$ cat config.mk
export PLATFORM = sky130hd
export DESIGN_NAME = cla_adder_pipe
export DESIGN_NICKNAME = d
export VERILOG_FILES = /design/src/rtl/cla_adder_pipe.sv
export SDC_FILE = /design/constraint.sdc
export NUM_CORES = 1
export LEC_CHECK = 0
export ABC_AREA = 1
export BUFFER_PORTS_ARGS = -buffer_cell sky130_fd_sc_hd__buf_2
export CAP_MARGIN = 20
export CORE_UTILIZATION = 53
export DETAILED_ROUTE_END_ITERATION = 8
export PLACE_DENSITY = 0.74
export RECOVER_POWER = 100
export REMOVE_ABC_BUFFERS = 1
export SYNTH_ARGS = -nofsm -noshare
export SYNTH_HDL_FRONTEND = slang
export SYNTH_SLANG_ARGS = --single-unit
$ cat constraint.sdc
create_clock -name clk -period 2.6 [get_ports clk]
set_input_delay 0.13 -clock clk [delete_from_list [all_inputs] [get_ports clk]]
set_output_delay 0.13 -clock clk [all_outputs]
set_load 0.01 [all_outputs]
$ cat src/rtl/cla_adder_pipe.sv
`default_nettype none
// ============================================================================
// Module   : cla_adder_pipe
// Function : Pipelined carry-lookahead adder/subtractor. The carry chain is
//            cut into BLOCK-bit lookahead groups, and the groups are spread
//            over STAGES register stages with a valid/ready handshake.
// Revision : 1.0 - initial release
// ============================================================================
module cla_adder_pipe #(
    parameter int WIDTH  = 64,
    parameter int BLOCK  = 4,
    parameter int STAGES = 4
) (
    input  logic                     clk,
    input  logic                     rst_n,
    input  logic                     in_valid,
    output logic                     in_ready,
    input  logic [WIDTH-1:0]         a,
    input  logic [WIDTH-1:0]         b,
    input  logic                     ci,
    input  logic                     op,
    output logic                     out_valid,
    input  logic                     out_ready,
    output logic [WIDTH-1:0]         s,
    output logic                     co,
    output logic                     ovf,
    output logic [WIDTH/BLOCK-1:0]   c
);

    localparam int c_NG   = WIDTH / BLOCK;    // number of lookahead groups
    localparam int c_GPS  = c_NG / STAGES;    // groups resolved per stage
    localparam int c_LAST = STAGES - 1;

    // Per-stage registers. Operands travel with the beat; only the bits of
    // groups not yet resolved are read downstream, the rest is pruned away.
    logic [STAGES-1:0] r_vld;
    logic [WIDTH-1:0]  r_a  [STAGES];
    logic [WIDTH-1:0]  r_be [STAGES];
    logic [WIDTH-1:0]  r_s  [STAGES];
    logic [c_NG-1:0]   r_c  [STAGES];

    // Stage inputs (from ports for stage 0, from the previous stage otherwise)
    logic [WIDTH-1:0]  w_a_in  [STAGES];
    logic [WIDTH-1:0]  w_be_in [STAGES];
    logic [WIDTH-1:0]  w_s_in  [STAGES];
    logic [c_NG-1:0]   w_c_in  [STAGES];
    logic [STAGES-1:0] w_cin;
    logic [STAGES-1:0] w_v_in;

    // Stage results with this stage's groups filled in
    logic [WIDTH-1:0]  w_s_nx [STAGES];
    logic [c_NG-1:0]   w_c_nx [STAGES];

    // Stage k may load a new beat this cycle
    logic [STAGES-1:0] w_ld;

    // One lookahead group: every internal carry is a flat generate/propagate
    // product term of the group carry-in, so the group carry-out is G | P&cin.
    function automatic logic [BLOCK:0] f_group(
        input logic [BLOCK-1:0] x,
        input logic [BLOCK-1:0] y,
        input logic             cin
    );
        logic [BLOCK-1:0] p;
        logic [BLOCK-1:0] g;
        logic [BLOCK:0]   cy;
        logic             t;
        p     = x ^ y;
        g     = x & y;
        cy    = '0;
        cy[0] = cin;
        for (int j = 1; j <= BLOCK; j++) begin
            t = cin;
            for (int m = 0; m < j; m++) t = t & p[m];
            cy[j] = t;
            for (int m = 0; m < j; m++) begin
                t = g[m];
                for (int n = m + 1; n < j; n++) t = t & p[n];
                cy[j] = cy[j] | t;
            end
        end
        return {cy[BLOCK], p ^ cy[BLOCK-1:0]};
    endfunction

    // Load enables ripple from the output back: a stage loads when it is
    // empty or its successor is loading, so bubbles collapse under a stall.
    always_comb begin
        w_ld         = '0;
        w_ld[c_LAST] = out_ready || !r_vld[c_LAST];
        for (int k = c_LAST - 1; k >= 0; k--) begin
            w_ld[k] = !r_vld[k] || w_ld[k+1];
        end
    end

    assign in_ready = rst_n && w_ld[0];

    // Select each stage's source; subtraction inverts B and flips the carry-in.
    always_comb begin
        w_a_in  = '{default: '0};
        w_be_in = '{default: '0};
        w_s_in  = '{default: '0};
        w_c_in  = '{default: '0};
        w_cin   = '0;
        w_v_in  = '0;
        w_a_in[0]  = a;
        w_be_in[0] = op ? ~b : b;
        w_cin[0]   = ci ^ op;
        w_v_in[0]  = in_valid;
        for (int k = 1; k < STAGES; k++) begin
            w_a_in[k]  = r_a[k-1];
            w_be_in[k] = r_be[k-1];
            w_s_in[k]  = r_s[k-1];
            w_c_in[k]  = r_c[k-1];
            w_cin[k]   = r_c[k-1][k*c_GPS-1];
            w_v_in[k]  = r_vld[k-1];
        end
    end

    // Resolve this stage's groups, rippling group carries between them.
    always_comb begin
        logic [BLOCK:0] w_grp;
        logic           w_cy;
        w_s_nx = '{default: '0};
        w_c_nx = '{default: '0};
        w_grp  = '0;
        w_cy   = 1'b0;
        for (int k = 0; k < STAGES; k++) begin
            w_s_nx[k] = w_s_in[k];
            w_c_nx[k] = w_c_in[k];
            w_cy      = w_cin[k];
            for (int gi = 0; gi < c_GPS; gi++) begin
                w_grp = f_group(w_a_in[k][(k*c_GPS+gi)*BLOCK +: BLOCK],
                                w_be_in[k][(k*c_GPS+gi)*BLOCK +: BLOCK],
                                w_cy);
                w_s_nx[k][(k*c_GPS+gi)*BLOCK +: BLOCK] = w_grp[BLOCK-1:0];
                w_c_nx[k][k*c_GPS+gi]                  = w_grp[BLOCK];
                w_cy                                   = w_grp[BLOCK];
            end
        end
    end

    // Pipeline registers: valid moves on every load, data only with a real beat.
    always_ff @(posedge clk or negedge rst_n) begin
        if (!rst_n) begin
            r_vld <= '0;
            for (int k = 0; k < STAGES; k++) begin
                r_a[k]  <= '0;
                r_be[k] <= '0;
                r_s[k]  <= '0;
                r_c[k]  <= '0;
            end
        end else begin
            for (int k = 0; k < STAGES; k++) begin
                if (w_ld[k]) begin
                    r_vld[k] <= w_v_in[k];
                    if (w_v_in[k]) begin
                        r_a[k]  <= w_a_in[k];
                        r_be[k] <= w_be_in[k];
                        r_s[k]  <= w_s_nx[k];
                        r_c[k]  <= w_c_nx[k];
                    end
                end
            end
        end
    end

    assign out_valid = r_vld[c_LAST];
    assign s         = r_s[c_LAST];
    assign c         = r_c[c_LAST];
    assign co        = r_c[c_LAST][c_NG-1];
    assign ovf       = (r_a[c_LAST][WIDTH-1] == r_be[c_LAST][WIDTH-1]) &&
                       (r_s[c_LAST][WIDTH-1] != r_a[c_LAST][WIDTH-1]);

endmodule
`default_nettype wire

## After elaboration in Yosys (flattened, before gate mapping)

Index checks and enable logic that the tools add are counted.
Widths: inputs -> output; s select.

| word-level totals | value |
|---|---|
| flip-flop bits (word level) | 716 |
| logic and storage cells | 407 |

| cells by class | value |
|---|---|
| muxes and demuxes | 1 |
| equality and inequality tests | 2 |
| bitwise gates (word level) | 370 |
| reductions and logical operators | 14 |

Operators by type and width:

| cell | count |
|---|---|
| $and 1x1->1 | 160 |
| $or 1x1->1 | 160 |
| $xor 4x4->4 | 32 |
| $and 4x4->4 | 16 |
| $mux 64 | 1 |
| $not 64->64 | 1 |
| $reduce_and 2->1 | 4 |
| $logic_not 1->1 | 4 |
| $logic_or 1x1->1 | 4 |
| $logic_and 1x1->1 | 2 |
| $eq 1x1->1 | 1 |
| $ne 1x1->1 | 1 |
| $xor 1x1->1 | 1 |

## Depth between registers and ports, before layout

Gate-level depths: netlist of the first run.

| logic depth | value |
|---|---|
| word-level depth | 35 |
| depth in mapped cells | 27 |

## Least setup slack after synthesis of the first run

No wires, ideal clock.

| path | value |
|---|---|
| kind | input port to flip-flop |
| start point | input op |
| end point | register r_s[207] (netlist bit) |
| setup time | 0.117 ns |
| stages | 27 |
| buffers on the path | 2 |
| data required time | 2.483 ns |
| arrival time | 3.139 ns |
| setup slack | -0.656 ns |
| path through | buf_2 -> buf_2 -> xnor2_1 -> inv_1 -> ha_1 -> ha_1 -> nand3_1 -> nand4_1 -> nand2_1 -> nand2_1 -> ha_1 -> nand3_1 -> nand4_1 -> nand2_1 -> nand2_1 -> ha_1 -> nand3_1 -> nand4_1 -> nand2_1 -> nand2_1 -> ha_1 -> nand2_1 -> nand3b_1 -> nand2_1 -> nand3_1 -> nand3_1 -> nand2_1 |

RTL lines:

| item | RTL line | text |
|---|---|---|
| start, declared | 21 | `input logic op,` |
| end signal, assigned by index | 159 | `r_s[k] <= w_s_nx[k];` |
| end, declared | 39 | `logic [WIDTH-1:0] r_s [STAGES];` |

==> results of run 1 <==
-- report_power, final --
group / switching (mW) / internal [mW]
logic: 4.24 / 2.89
registers: 1.20 / 8.22
clock network: 2.42 / 3.54
total: 7.86 / 14.6
-- per-layer routing --
layer | global-route usage (%) | up-vias
li1 | - | 7062
met1 | 32.3 | 7128
met2 | 44.2 | 403
met3 | 4.10 | 104
met4 | 10.9 | 0
met5 | 0 | -
-- through the flow --
stage | utilization, % | cells | TNS, ns | area (um^2) | power (mW)
floorplan | - | 1926 | -132.50 | 17500 | 13.2
global placement | 57.4 | 2661 | -8.62 | 19800 | 15.4
detailed placement | 57.4 | 2661 | -11.20 | 19800 | 15.7
CTS | 66.4 | 2899 | -7.15 | 22900 | 22.5
global route | 66.4 | 2896 | -40.08 | 22900 | 24.0
finish | 66.4 | 2896 | -6.79 | 22900 | 22.5
-- cell type report --
type | instances | area (um^2) | area share, %
Clock inverter | 6 | 41.3 | 0.181
Inverter | 112 | 422 | 1.84
Antenna cell | 1 | 2.50 | 0.0109
Clock buffer | 69 | 1350 | 5.89
Multi-Input combinational cell | 1416 | 7580 | 33.1
Sequential cell | 398 | 9960 | 43.5
Tap cell | 455 | 569 | 2.49
Timing Repair Buffer | 439 | 2950 | 12.9
-- logic make-up (layout without fill, tap and decap cells) --
family	Yosys count	after routing	share of synthesized area (%)
xor+xnor	85	85	4.01
fa+ha+maj	96	96	7.12
buf+inv	283	626	8.00
compound gates	155	155	4.24
simple gates	1080	1080	22.9
other cells	0	1	0
flops	398	398	53.7
-- cell usage after synthesis, drive strengths merged (19+ instances only) --
library cell / count / area share (%)
nand2: 966 / 20
dfrtp: 398 / 54
buf: 150 / 5.3
o21ai: 145 / 3.9
inv: 112 / 2.3
ha: 80 / 5.4
xnor2: 66 / 3.1
nand3: 62 / 1.7
clkbuf: 21 / 0.43
nor2: 20 / 0.46
xor2: 19 / 0.90
-- tightest hold or removal path, stage by stage --
cell and delay [ns]:
buf_2 0.09, ha_1 0.14, inv_1 0.05, nand2_1 0.05, nand2_1 0.04, nand2_1 0.05
-- timing repair --
action | in CTS | in global routing
pin swaps | 69 | 74
endpoints found under the setup margin | 27 | 41
setup buffers | 68 | 20
endpoints found under the hold margin | 161 | 0
gates resized for setup | 70 | 60
hold buffers | 99 | 0
-- how the worst min path moves through the flow --
stage | to | cells after the start
2_1_floorplan | c[0] | 0
3_3_place_gp | r_s[133] | 1
3_5_place_dp | r_s[137] | 1
4_1_cts | r_s[204] | 4
5_1_grt | r_c[51] | 6
6_report | r_c[51] | 6
-- sequential cells by signal, summed over array words and instances, names as in the netlist --
signal and flops:
r_a 97, r_c 24, r_vld 4, s 64
r_be 97, c 16, r_s 96
==> metrics.csv, run 1 <==
metric,value,unit
status,"complete, but fails checks",
failing checks,"max-capacitance violations, max-slew violations, negative setup slack",
Routed met2 length,22600,um
Crit Path Max Fanout,3,
Slew @ Worst Pin,1.72,ns
1st-iter DRT viols,895,
period utilization,120,%
final hold vios,0,
share of post-route cells with drive strength above 1,16.5,%
gr usage total,25.7,%
Chip Width,189,um
"commonest non-fill, non-tap cell in the layout",nand2_1,
IO buf count,217,
wire per inst,15.7,um
die height,189,um
HP Class,in2reg,
Final GP Congestion,0.880,
vias in the first global route,15100,
CP peak stage delay,0.38,ns
top sig layer,met4,
final wirelength,45300,um
DRT Pass-1 Iters,5,
Mapped Cells,2097,
Hold Crit Start,a[15],
TritonCTS clock tree,done,
Core Area,34500,um^2
max cap viols,1,
CTS buffer count,44,
Worst Setup EP,s[63],
post-DP HPWL,26400,um
VDD IR-drop max,643,uV
Skew-Pair Late Insertion Delay,0.54,ns
clock skew,0.0163,ns
register area share after synthesis,53.7,%
data required time of the worst path,3.07,ns
Mean Syn Cell Area,8.84,um^2
FILL cells,2666,
"Clk pin slew, worst setup/hold paths",0.06,ns
num rows,68,
synth unique cells,24,
CTS root buf,clkbuf_16,
crit-path most repeated cell,nand2_2,
number of flops mapped to enable cells by yosys,0,
RSZ-0062 raised after global routing,true,
crit path buf inv count,0,
die area,35700,um^2
Synth-to-Final Area Change,23.3,%
final max-slew violation count,70,
first-pass GRT wire length,73900,um
drt drc,0,
cell family with most CP delay,simple AND/OR/NAND/NOR gates,
Final ANT Viol Nets,0,
Top Ports,218,
most frequent cells in the layout,"939 x nand2_1, 398 x dfrtp_1, 134 x buf_2",
final net count,2641,
clock period minus worst slack,3.11,ns
synth warn,0,
largest net degree at the start of global routing,101,
pre-CTS setup slack,-0.782,ns
"slowest stage cell, crit path",dfrtp_1,
worst setup margin,-0.509,ns
routed wl met3,2190,um
Synth Flop Type,dfrtp_1,
Levels on crit path,24,
CP Capture Type,flop,
Hold Slack,0.0507,ns
Worst Setup SP,r_a[112],
share of async-settable or async-resettable flops after synthesis,100,%
CP Data Arrival Time,3.58,ns
antenna violations before repair,1,
met1 wire length,18900,um
worst rel slew slack,-14.6,%
htree depth,2,
Vias/cell,5.07,
flop-to-flop setup slack,-0.51,ns
leakage power,11.8,nW
fmax,322,MHz
reg2reg start,r_a[112],
Via Count,14700,
Starting Density,53.8,%
Clock Sinks,398,
Max Buffers Root-to-Sink,3,
reg2reg end,s[63],
Worst Reg2Reg Path Length in Cells,24,
critical path startpoint category,flop,
global route overflow,0,
crit-path cells,"ha_1, ha_2, nand3_2, nand4_1, nand2_2, nand2_2, ha_4, nand3_2, nand4_1, nand2_2, nand2_4, ha_4, nand3_2, nand4_1, nand2_2, nand2_4, ha_4, nand2_1, nand3b_1, nand2_2, nand2_1, nand2_2, nand3_1, nand2_1",
WS Path Type,reg2reg,
Pwr Density,984,nW/um^2
Mapped Area,18500,um^2
Setup Viol. Count Final,22,
Seq cells post-synth,398,
(Power assumes the default switching activity.)
==> run 2: changes to the inputs <==
--- a/config.mk
+++ b/config.mk
@@ -8,6 +8,7 @@
 export ABC_AREA = 1
 export BUFFER_PORTS_ARGS = -buffer_cell sky130_fd_sc_hd__buf_2
 export CAP_MARGIN = 20
+export CORE_MARGIN = 3
 export CORE_UTILIZATION = 53
 export DETAILED_ROUTE_END_ITERATION = 8
 export PLACE_DENSITY = 0.74
==> run 2 against run 1 <==
  * The run ends with negative setup slack left
  * Total power grew 2.1%
  * Clock skew is 0.0023 ns higher
  * Sequential share of layout area is 0.40 points lower
  * Flip-flop and latch count unchanged
  * Core utilization increased by 1.5 points
  * First-iteration DRC count rose by 10%
  * Maximum frequency shrank 0.52%
  * Cell area rose by 0.94%
  * Routed wire length grew 1.8%
  * Via count shrank 0.44%
  * Global-route usage decreased by 1.3 points
  * Final cell count down 0.41%
  * Critical path type unchanged
  * Largest cell class unchanged
==> metrics.csv, run 2 (synthesis gave the netlist of run 1 again) <==
metric,value,unit,change
die area,37300,um^2,+4.3%
IO buf count,217,,unchanged
worst setup margin,-0.525,ns,-0.0161 ns
period utilization,120,%,+0.62 points
Seq pwr share,41.0,%,-0.8 points
final wirelength,46200,um,+1.8%
failing checks,negative setup slack,,
Via Count,14600,,-0.44%
Final ANT Viol Nets,0,,unchanged
Slew @ Worst Pin,1.23,ns,-0.490 ns
1st-iter DRT viols,985,,+10%
worst rel slew slack,18.0,%,+33 points
fmax,320,MHz,-0.52%
Chip Width,193,um,+2.1%
data required time of the worst path,3.09,ns,+0.02 ns
Starting Density,54.5,%,+0.67 points
Net Sw Power,8.05,mW,+2.4%
CP Data Arrival Time,3.61,ns,+0.03 ns
Skew-Pair Late Insertion Delay,0.56,ns,+0.02 ns
WS Path Type,reg2reg,,
Max Buffers Root-to-Sink,3,,unchanged
"Clk pin slew, worst setup/hold paths",0.06,ns,about the same
Pwr Density,995,nW/um^2,+1.1%
Synth-to-Final Area Change,24.5,%,
setup tns final,-7.54,ns,-0.750 ns
htree depth,2,,unchanged
first-pass GRT wire length,73500,um,-0.61%
leakage power,11.8,nW,+0.51%
Setup Viol. Count Final,24,,+9.1%
ANT cells,0,,-1
DRT Pass-1 Iters,5,,unchanged
Int Power,14.9,mW,+1.9%
Crit Path Max Fanout,3,,unchanged
Top Ports,218,,unchanged
Util after Layout,67.8,%,+1.5 points
Core Area,34000,um^2,-1.2%
FILL cells,2638,,-1.1%
final max-slew violation count,0,,-100%
critical path startpoint category,flop,,
VDD IR-drop max,593,uV,-7.8%
Final GP Congestion,0.890,,+1.1%
TritonCTS clock tree,done,,
global route overflow,0,,unchanged
wire per inst,16.0,um,+2.2%
final net count,2636,,-0.19%
die height,193,um,+2.1%
top flop regs,"r_a x97, r_be x97, r_s x96",,
multi-input logic area,7670,um^2,+1.2%
final hold vios,0,,unchanged
CTS root buf,clkbuf_16,,
top sig layer,met4,,
antenna violations before repair,0,,-1
largest net degree at the start of global routing,138,,+37%
most frequent cells in the layout,"931 x nand2_1, 398 x dfrtp_1, 132 x buf_2",,
status,"complete, but fails checks",,
share of post-route cells with drive strength above 1,17.0,%,+0.48 points
RSZ-0062 raised after global routing,true,,
Routed met2 length,23400,um,+3.1%
"Power, Total",23.0,mW,+2.1%
post-DP HPWL,26800,um,+1.5%
Hold Slack,0.0383,ns,-0.0124 ns
"commonest non-fill, non-tap cell in the layout",nand2_1,,
CP Capture Type,flop,,
CTS buffer count,43,,-2.3%
num rows,67,,-1.5%
routed wl met3,2140,um,-2.4%
register area,9960,um^2,unchanged
max cap viols,0,,-1
met1 wire length,19300,um,+1.9%
Comb power frac,32.5,%,+0.8 points
Clk pwr share,26.5,%,about the same
clock skew,0.0186,ns,+0.00233 ns
clock period minus worst slack,3.13,ns,+0.0161 ns
gr usage total,24.5,%,-1.3 points
HP Class,in2reg,,
Clock Sinks,398,,unchanged
drt drc,0,,unchanged
switching share of power,35.0,%,+0.10 points
Vias/cell,5.07,,about the same
vias in the first global route,14900,,-0.97%
[run 2: cell count changes in the layout (fill, tap and decap cells not counted), sizes merged]
| cell | delta |
|---|---|
| inv | +2 |
| diode | -1 |
| clkinv | -3 |
| clkbuf | -16 |
| buf | +11 |
| bufinv | +2 |
[run 2: metrics by stage]
stage	cells	setup WS, ns	instance area, um^2
floorplan	1926	-1.12	17500
global placement	2654	-0.675	19800
detailed placement	2654	-0.819	19800
CTS	2881	-0.411	22900
global route	2884	-0.699	23100
finish	2884	-0.525	23100
[run 2: layout make-up]
class / count / area share (%)
inverters: 112 / 1.84
flip-flops and latches: 398 / 43.1
multi-input cells: 1416 / 33.2
well taps: 448 / 2.43
clock inverters: 7 / 0.461
repair buffers: 435 / 13.3
clock buffers: 68 / 5.59
[run 2: timing repair]
action	CTS	global route
setup endpoints to repair	25	38
endpoints found under the hold margin	190	0
buffers inserted	55	18
resized for setup	80	81
pin swaps	65	87
hold buffers	99	0
[run 2: power groups by stage]
stage / registers [mW] / clock network, mW / logic (mW)
after floorplan: 9.45 / 0 / 3.72
after global placement: 9.34 / 0 / 6.07
after detailed placement: 9.42 / 0 / 6.28
after global routing: 9.65 / 6.43 / 8.41
after CTS: 9.35 / 6.16 / 7.10
final: 9.43 / 6.08 / 7.47
[run 2: final timing paths]
check | from | depth (start not counted) | slack, ns | to
max reg2reg | r_a[112] | 24 | -0.53 | s[63]
min reg2reg | r_be[182] | 2 | 0.46 | r_be[118]
max | r_a[112] | 24 | -0.53 | s[63]
min in group asynchronous | rst_n | 2 | 0.37 | r_s[199]
min | a[15] | 6 | 0.04 | r_c[51]
max in group asynchronous | rst_n | 3 | 0.39 | r_be[113]
[run 2: routing by layer]
layer / track usage [%] / vias up
li1: - / 7074
met2: 42.3 / 405
met5: 0 / -
met1: 30.9 / 7051
met4: 9.90 / 0
met3: 3.83 / 103
[run 2: critical path, cell delays in order, from the launching register on]
cell      delay (ns)
dfrtp_1         0.41
ha_4            0.26
ha_4            0.16
nand3_2         0.05
nand4_1         0.10
nand2_2         0.13
nand2_4         0.07
ha_4            0.16
nand3_2         0.06
nand4_1         0.11
nand2_2         0.13
nand2_4         0.08
ha_4            0.17
nand3_2         0.07
nand4_1         0.11
nand2_2         0.13
nand2_4         0.08
ha_4            0.16
nand2_2         0.06
nand3b_1        0.12
nand2_2         0.12
nand2_2         0.07
nand2_2         0.08
nand3_2         0.07
nand2_1         0.09
==> run 3: changes to the inputs <==
--- a/config.mk
+++ b/config.mk
@@ -14,6 +14,7 @@
 export PLACE_DENSITY = 0.74
 export RECOVER_POWER = 100
 export REMOVE_ABC_BUFFERS = 1
+export SKIP_CTS_REPAIR_TIMING = 1
 export SYNTH_ARGS = -nofsm -noshare
 export SYNTH_HDL_FRONTEND = slang
 export SYNTH_SLANG_ARGS = --single-unit
==> run 3 against run 2 <==
  * The flow still finishes with violations (negative setup slack)
  * Routed wire length down 4.4%
  * Clock power about the same
  * Maximum frequency up 0.75%
==> metrics.csv, run 3 (synthesis gave the netlist of run 1 again) <==
metric,value,unit,change
status,"complete, but fails checks",,
failing checks,negative setup slack,,
Pwr Density,987,nW/um^2,-0.79%
fmax,322,MHz,+0.75%
1st-iter DRT viols,887,,-9.9%
most frequent cells in the layout,"938 x nand2_1, 398 x dfrtp_1, 134 x buf_2",,
Seq pwr share,42.1,%,+1.1 points
Vias/cell,5.03,,-0.79%
Max Buffers Root-to-Sink,3,,unchanged
data required time of the worst path,3.09,ns,about the same
crit-path cells,"ha_1, ha_2, nand3_2, nand4_1, nand2_1, nand2_2, ha_4, nand3_2, nand4_1, nand2_1, nand2_2, ha_4, nand3_2, nand4_1, nand2_2, nand2_4, ha_4, nand2_2, nand3b_1, nand2_2, nand2_2, nand2_2, nand3_2, nand2_1",,
vias in the first global route,13800,,-7.8%
Setup Viol. Count Final,23,,-4.2%
placed insts,2654,,unchanged
final hold vios,0,,unchanged
share of post-route cells with drive strength above 1,15.1,%,-1.9 points
HP Class,in2reg,,
global route overflow,0,,unchanged
setup tns final,-6.22,ns,+1.32 ns
final max-slew violation count,0,,unchanged
period utilization,119,%,-0.90 points
Final GP Congestion,0.890,,unchanged
max cap viols,0,,unchanged
Clock Sinks,398,,unchanged
gr busiest metal,met2,,
DRT Pass-1 Iters,5,,unchanged
Clk pwr share,27.2,%,+0.7 points
clock period minus worst slack,3.10,ns,-0.0233 ns
largest net degree at the start of global routing,138,,unchanged
Slew @ Worst Pin,1.23,ns,+0.00168 ns
CP peak stage delay,0.38,ns,-0.03 ns
Starting Density,54.5,%,unchanged
num rows,67,,unchanged
WS Path Type,reg2reg,,
IO buf count,217,,unchanged
worst setup margin,-0.502,ns,+0.0233 ns
pre-CTS setup slack,-0.819,ns,unchanged
htree depth,2,,unchanged
TritonCTS clock tree,done,,
Top Ports,218,,unchanged
first-pass GRT wire length,68000,um,-7.5%
die area,37300,um^2,unchanged
top flop regs,"r_a x97, r_be x97, r_s x96",,
final net count,2596,,-1.5%
gr usage total,22.5,%,-1.9 points
Net Sw Power,7.74,mW,-3.9%
Via Count,14300,,-2.2%
CP Capture Type,flop,,
crit-path most repeated cell,nand2_2,,
met3 layer usage reported by global route,2.89,%,-0.94 points
drt drc,0,,unchanged
Skew-Pair Late Insertion Delay,0.56,ns,about the same
M1 GR Usage,30.0,%,-0.97 points
"Clk pin slew, worst setup/hold paths",0.06,ns,about the same
clock skew,0.0213,ns,+0.00267 ns
worst rel slew slack,17.9,%,-0.11 points
Comb power frac,30.7,%,-1.8 points
wire per inst,15.5,um,-3.0%
Chip Width,193,um,unchanged
Synth-to-Final Area Change,21.7,%,
die height,193,um,unchanged
Worst Setup SP,r_be[112],,
Final ANT Viol Nets,0,,unchanged
flop-to-flop setup slack,-0.50,ns,+0.02 ns
final cell count without fillers,2844,,-1.4%
Hold Crit Start,a[8],,
Util after Layout,66.3,%,-1.5 points
CTS root buf,clkbuf_16,,
CP Data Arrival Time,3.59,ns,-0.02 ns
met2 usage in global routing,38.8,%,-3.5 points
"slowest stage cell, crit path",dfrtp_1,,
post-DP HPWL,26800,um,unchanged
critical path startpoint category,flop,,
Int Power,14.5,mW,-2.5%
leakage power,11.6,nW,-2.1%
ANT cells,0,,unchanged
RSZ-0062 raised after global routing,true,,
antenna violations before repair,0,,unchanged
reg2reg start,r_be[112],,
"commonest non-fill, non-tap cell in the layout",nand2_1,,
Core Area,34000,um^2,unchanged
CTS buffer count,43,,unchanged
final wirelength,44100,um,-4.4%
switching share of power,34.7,%,-0.32 points
VDD IR-drop max,605,uV,+2.1%
Crit Path Max Fanout,3,,unchanged
run 3: changes by cell type in the layout (fill, tap and decap cells not counted), sizes merged:
cell	previous run	this run
buf	248	211
clkbuf	156	153
run 3: critical path: cells and delay by family (launching register included):
| family | cells | cell delay, ns |
|---|---|---|
| fa+ha+maj | 5 | 1.01 |
| simple gates | 19 | 1.65 |
| flops | 1 | 0.38 |
run 3: path summary, 6_finish.rpt:
kind | cells after the start | endpoint
setup / recovery | 24 | s[63]
min in group asynchronous | 2 | r_s[199]
hold / removal | 4 | r_s[200]
setup reg to reg | 24 | s[63]
hold reg to reg | 2 | r_be[125]
max in group asynchronous | 4 | s[43]
run 3: layer usage:
| metal | vias up | part of all wire [%] | wire length [um] |
|---|---|---|---|
| met4 | 0 | 2.3 | 1000 |
| met5 | - | 0 | 0 |
| met2 | 358 | 50 | 22100 |
| met1 | 6894 | 43 | 18900 |
| met3 | 72 | 4.8 | 2120 |
| li1 | 6992 | - | - |
run 3: stage by stage:
step	cell area, um^2	hold WS, ns	power [mW]
CTS	21200	-0.534	21.9
global placement	19800	0.0592	15.4
finish	22600	0.0383	22.3
floorplan	17500	-0.166	13.2
detailed placement	19800	0.0586	15.7
global route	22600	0.0570	23.8
run 3: cell type report:
class | count | area (um^2)
fillers | 2740 | 11500
flip-flops and latches | 398 | 9960
multi-input cells | 1416 | 7540
repair buffers | 395 | 2680
clock buffers | 68 | 1290
well taps | 448 | 561
inverters | 112 | 422
clock inverters | 7 | 106
run 3: power groups by stage:
stage	combinational (mW)	sequential, mW	clock (mW)
4_1_cts	6.38	9.35	6.16
3_3_place_gp	6.07	9.34	0
5_1_grt	7.77	9.62	6.43
3_5_place_dp	6.28	9.42	0
6_report	6.83	9.39	6.06
2_1_floorplan	3.72	9.45	0
